File: src/rtl/pc_unit.sv
// Program-counter unit for the fetch stage.
// Sequences IDLE -> RUN -> HALT. In RUN the PC advances to the externally
// incremented value or to a branch target, holds on a stall, and freezes on a halt.
// Ports:
//   clk, reset            rising-edge clock, synchronous active-high reset
//   start                 leave IDLE and begin fetching
//   stall                 hold PC, npc_out and fetch_cnt this cycle
//   branch_taken/tgt      load branch_tgt instead of pc_plus1
//   halt_req              stop fetching; HALT is left only by reset
//   pc_plus1              incremented PC returned from the external incrementer
//   pc_out                current PC (incrementer input and instr-mem address)
//   npc_out               registered pc_plus1 of the fetched instruction, for IF/ID
//   fetch_valid, halted   status of the current cycle
//   fetch_cnt             number of PC advances, wraps silently
module pc_unit #(
  parameter int unsigned   W          = 32,
  parameter logic [W-1:0]  RESET_ADDR = '0,
  parameter int unsigned   CNT_W      = 32
) (
  input  logic             clk,
  input  logic             reset,
  input  logic             start,
  input  logic             stall,
  input  logic             branch_taken,
  input  logic [W-1:0]     branch_tgt,
  input  logic             halt_req,
  input  logic [W-1:0]     pc_plus1,
  output logic [W-1:0]     pc_out,
  output logic [W-1:0]     npc_out,
  output logic             fetch_valid,
  output logic             halted,
  output logic [CNT_W-1:0] fetch_cnt
);

  typedef enum logic [1:0] {
    S_IDLE = 2'd0,
    S_RUN  = 2'd1,
    S_HALT = 2'd2
  } state_t;

  state_t           state;
  state_t           state_nxt;
  logic             advance;
  logic [W-1:0]     pc_nxt;
  logic [W-1:0]     npc_nxt;
  logic [CNT_W-1:0] cnt_nxt;

  // State register.
  always_ff @(posedge clk) begin
    if (reset) begin
      state <= S_IDLE;
    end else begin
      state <= state_nxt;
    end
  end

  // Next-state logic; halt_req outranks everything else in RUN.
  always_comb begin
    state_nxt = state;
    case (state)
      S_IDLE:  if (start) state_nxt = S_RUN;
      S_RUN:   if (halt_req) state_nxt = S_HALT;
      S_HALT:  state_nxt = S_HALT;
      default: state_nxt = S_IDLE;
    endcase
  end

  // Next values of the registered outputs. A branch seen during a stall is
  // dropped here on purpose: the driver holds it until the stall clears.
  always_comb begin
    advance = (state == S_RUN) && !halt_req && !stall;
    pc_nxt  = pc_out;
    npc_nxt = npc_out;
    cnt_nxt = fetch_cnt;
    if (advance) begin
      pc_nxt  = branch_taken ? branch_tgt : pc_plus1;
      npc_nxt = pc_plus1;
      cnt_nxt = fetch_cnt + CNT_W'(1);
    end
  end

  // Output registers; status flags follow the state being entered.
  always_ff @(posedge clk) begin
    if (reset) begin
      pc_out      <= RESET_ADDR;
      npc_out     <= '0;
      fetch_valid <= 1'b0;
      halted      <= 1'b0;
      fetch_cnt   <= '0;
    end else begin
      pc_out      <= pc_nxt;
      npc_out     <= npc_nxt;
      fetch_valid <= (state_nxt == S_RUN);
      halted      <= (state_nxt == S_HALT);
      fetch_cnt   <= cnt_nxt;
    end
  end

endmodule
File: config.mk
export PLATFORM = sky130hd
export DESIGN_NAME = pc_unit
export DESIGN_NICKNAME = d
export VERILOG_FILES = /design/src/rtl/pc_unit.sv
export SDC_FILE = /design/constraint.sdc
export NUM_CORES = 1
export LEC_CHECK = 0
export ABC_AREA = 1
export CAP_MARGIN = 20
export CORE_AREA = 2 2 122 100
export CTS_CLUSTER_SIZE = 16
export DETAILED_ROUTE_END_ITERATION = 8
export DIE_AREA = 0 0 124 102
export PLACE_DENSITY = 0.76
export SYNTH_ARGS = -nofsm -noshare
export SYNTH_HDL_FRONTEND = slang
export SYNTH_SLANG_ARGS = --single-unit
export TNS_END_PERCENT = 5
File: constraint.sdc
create_clock -name clk -period 1.5 [get_ports clk]
set_clock_uncertainty 0.15 [all_clocks]
set_input_delay 0.3 -clock clk [delete_from_list [all_inputs] [get_ports clk]]
set_output_delay 0.3 -clock clk [all_outputs]
set_load 0.005 [all_outputs]
After elaboration in Yosys (flattened, before gate mapping)
Index checks and enable logic that the tools add are counted.

Flip-flop bits (word level): 100. Bits in latches: 0. RAM bits: 0. Memory bits (read-only): 0. Memories: 0.

$add $sub $neg: 1. Multipliers: 0. Div/mod/pow operators: 0. Magnitude comparators: 0. Eq/ne operators: 4. Shift-type cells: 0. Mux-type cells: 4. Bitwise logic cells: 0. Reductions and logical operators: 5.

Operators by type and width (number): 32-bit by 1-bit adder with 32-bit output (second input constant) (1); 32-bit 2-to-1 mux (1); 2-bit one-hot mux with 3 select lines (1); 2-bit by 1-bit equality test with 1-bit output (second input constant) (2); 2-bit equality test (second input constant) (2); 2-bit 2-to-1 mux (2); 1-bit logical AND (2); 1-bit logical NOT (2); 2-bit logical NOT (1).

Longest topological paths before layout
Word-level depth: 3. Mapped depth: 10. Mapped depth without buffers: 9.

Worst setup path after synthesis
No wires, ideal clock.

Path kind: flip-flop to flip-flop. Start: register fetch_cnt[1]. End: register fetch_cnt[14]. Data arrival time: 1.272 ns. Data required time: 1.237 ns. Slack: -0.035 ns. Stages on the path, launching flop included: 9. Buffers on the path: 0. Cells stage by stage: dfxtp_1 > ha_1 > nand2_2 > nor2_2 > nand2_1 > nor2_4 > nand3_1 > o21ai_1 > nor2_1.

Word-level cells in the longest chain between the ends: 1.

RTL lines: start, declared (RTL line 32) `output logic [CNT_W-1:0] fetch_cnt`; start signal, assigned (RTL line 95) `fetch_cnt <= cnt_nxt;`; 32-bit by 1-bit adder with 32-bit output (RTL line 78) `cnt_nxt = fetch_cnt + CNT_W'(1);`.

Every way passes these cells. A chain may end at the register's enable or synchronous reset.

Worst setup path after layout
Start: register fetch_cnt[0]. End: register fetch_cnt[25].

The elaborated chain is that of the path after synthesis.

==> flow_summary.toml <==
[outcome]
status = "finished with violations"
violations = "setup timing"

[synthesis]
synth_top_area_cell = "dfxtp_1"
synth_top_cells_by_area = "dfxtp_1, a21oi_1, o21ai_0, inv_1, nor2_1"
synth_edf_count = 0
synthCells = 633
synth_area_per_cell_sq_um = 7.128
synth_simple_gate_area_share_pct = 22.27
async_flop_share_pct = 0
netlist_top_cells_count = "a21oi_1, dfxtp_1, inv_1"
yosys.cell_count.top_type = "a21oi_1"
seq_area_frac_synth_pct = 44.37
synth_seq_cells = 100
synth_xor_area_share_pct = 0.3882
syn-num-nets = 704
synth_adder_area_share_pct = 0.2773
yosysWarnings = 0
synth_top_family_by_area = "simple AND/OR/NAND/NOR gates"
synth_compound_area_share_pct = 21.71
synth_area_sq_um = 4512
synthFlopType = "dfxtp_1"
synth_mux_area_share_pct = 0
yosysUniqueCellTypes = 28
synth_top_area_share_pct = 44.37

[critical_path]
crit_arrival_ns = 1.66
path_class = "flop to flop"
crit_chain = "buf_4 > inv_1 > nor2_2 > nand3_1 > nor2_4 > nand3_1 > o21ai_1 > nor2_1"
crit_path_end_kind = "flop"
cp-start-kind = "flop"
worstPathMaxFanout = 5
cp_common_cell = "nand3_1"
max_stage_delay_ns = 0.35
crit_family = "simple AND/OR/NAND/NOR gates"
cpMaxStageDelayCell = "dfxtp_2"
critical_path_buf_inv_count = 2
crit_required_ns = 1.59

[sta]
hold_viol = 0
max_freq_mhz = 634.0
whs_ns = 0.3477
rsz0062_at_grt = "yes"
worst_slew_pin_slew_ns = 0.2747
slew_viol_final = 0
min_period_ns = 1.577
relSlewSlack_pct = 81.64
worst_slack_ns = -0.07722
finalSetupViolations = 20
fin_crit_sh_pct = 105.1

[cts]
cts_buffer_depth = 2
clock_sink_count = 100
cts_tree = "built"
clk_latency_ns = 0.34
path_clk_slew_ns = 0.07
cts_buffers = 9
root_buffer = "clkbuf_16"
htree_num_levels = 3

[power_and_ir_drop]
power.leakage_uw = 0.003304
internal_power_uw = 4433
vdd_ir_drop_max_mv = 0.4964
switching_share_pct = 24.17
p_seq_share_pct = 47.0
p_switching_uw = 1413
clkPwrFrac_pct = 41.9
pwr-share-comb_pct = 11.1
total_power_uw = 5846
p_per_area_nw_per_um2 = 829.2

[global_routing]
grt-ovfl-total = 0
use_met1_pct = 28.49
grt_pass1_vias = 4655
grt_max_degree = 63
met3_usage_pct = 5.301
grt_pass1_wl_mm = 22.30
grt_usage_pct = 22.43
antenna_found_initial = 0
busiest_layer = "met2"
met2_usage_pct = 36.35

[place]
dp_slack_ns = -0.4908
gp_congestion = 0.9776
dpl.hpwl_mm = 10.04
portBuffers = 167

[finish]
nNetsFinal = 898
multi_input_area_sq_um = 2140
num_antenna_cells = 0
nFillCells = 1029
regArea_sq_um = 2090
area_delta_synth_final_pct = 56.27
drive_gt1_share_pct = 19.35

[drt]
detail-route-antenna-nets = 0
post_drt_wl_per_cell_microns = 14.35
first_pass_iters = 5
drc_errors = 0
vias = 4866
drtIter0Drc = 384
viasPerCell = 4.965
drt_wl_total_mm = 14.06

[floorplanning]
start_util_pct = 39.63
dieArea_sq_um = 12650
die_w_microns = 124
rows = 35
ios = 168
die_h_microns = 102
core_sq_um = 11390

[job]
max_cap_violations = 0

[hold_path]
hp-class = "input pin to flop"
[cell usage in the layout (no fill, tap or decap), types with 5 or more instances in the layout]
| master | Yosys | final |
|---|---|---|
| nand3_2 | 3 | 5 |
| o21ai_1 | 7 | 39 |
| nand2_2 | 4 | 8 |
| nand3_1 | 22 | 19 |
| a21oi_1 | 112 | 112 |
| nand4_1 | 9 | 9 |
| inv_1 | 85 | 81 |
| nor2_2 | 5 | 7 |
| dlygate4sd2_1 | 0 | 92 |
| buf_12 | 0 | 5 |
| nand2_1 | 69 | 64 |
| dfxtp_2 | 0 | 25 |
| dfxtp_1 | 100 | 60 |
| nor2_4 | 8 | 15 |
| inv_2 | 4 | 8 |
| nor3_1 | 8 | 7 |
| clkbuf_16 | 0 | 9 |
| o21ai_0 | 70 | 37 |
| clkdlybuf4s50_1 | 0 | 67 |
| dfxtp_4 | 0 | 15 |
| nor2_1 | 83 | 74 |
| buf_4 | 3 | 42 |
[registers in the layout, summed over array words and instances (netlist names)]
| name | count |
|---|---|
| npc_out | 32 |
| fetch_cnt | 32 |
| state | 2 |
| fetch_valid | 1 |
| pc_out | 32 |
| halted | 1 |
[worst min-delay path: stages]
cell     delay (ns)
buf_2          0.13
buf_12         0.17
a21oi_1        0.13
a21oi_1        0.07
[layer usage]
metal | vias to the layer above | routed length (microns) | share of wire [%]
met1 | 2210 | 6172 | 44
li1 | 2451 | - | -
met5 | - | 0 | 0
met2 | 165 | 6578 | 47
met4 | 0 | 427 | 3.0
met3 | 40 | 882 | 6.3
[worst paths after layout]
check                                    from       endpoint  slack [ns]  depth (start not counted)
worst max-delay path             fetch_cnt[0]  fetch_cnt[25]       -0.08                          8
worst min-delay path             branch_taken     pc_out[31]        0.35                          4
worst min register to register  fetch_cnt[12]  fetch_cnt[12]        0.35                          2
worst max register to register   fetch_cnt[0]  fetch_cnt[25]       -0.08                          8
[timing repair]
| item | 4_1_cts | 5_1_grt |
|---|---|---|
| hold buffers | 0 | 0 |
| setup endpoints to repair | 188 | 97 |
| gates resized for setup | 172 | 57 |
| setup buffers | 7 | 1 |
| pin swaps | 3 | 15 |
[per-stage QoR]
stage	TNS, ns	instances	util, %	cell area (sq um)
detailed placement	-40.28	956	57.84	6585
CTS	-0.3383	979	61.20	6968
floorplan	0	633	-	4519
finish	-0.7217	980	61.92	7051
global route	-6.521	980	61.92	7051
global placement	-36.68	956	57.84	6585
[power groups by stage]
stage                     logic, uW  clock network, uW  registers, uW
after detailed placement        685                  0           2830
after global placement          668                  0           2830
final                           649               2450           2750
after global routing            711               2620           2750
after floorplan                 256                  0           2840
after CTS                       643               2520           2740
[layout make-up]
cell class,count,share of cell area [%]
inverters,89,4.738
clock inverters,6,1.083
repair buffers,215,28.18
flip-flops and latches,100,29.64
clock buffers,10,3.390
multi-input cells,412,30.35
well taps,148,2.626
[cells by family after synthesis]
group,after synthesis
flops,100
xor+xnor,2
simple gates,216
fa+ha+maj,1
compound gates,193
buf+inv,121
Power figures use the tool's default switching activity.
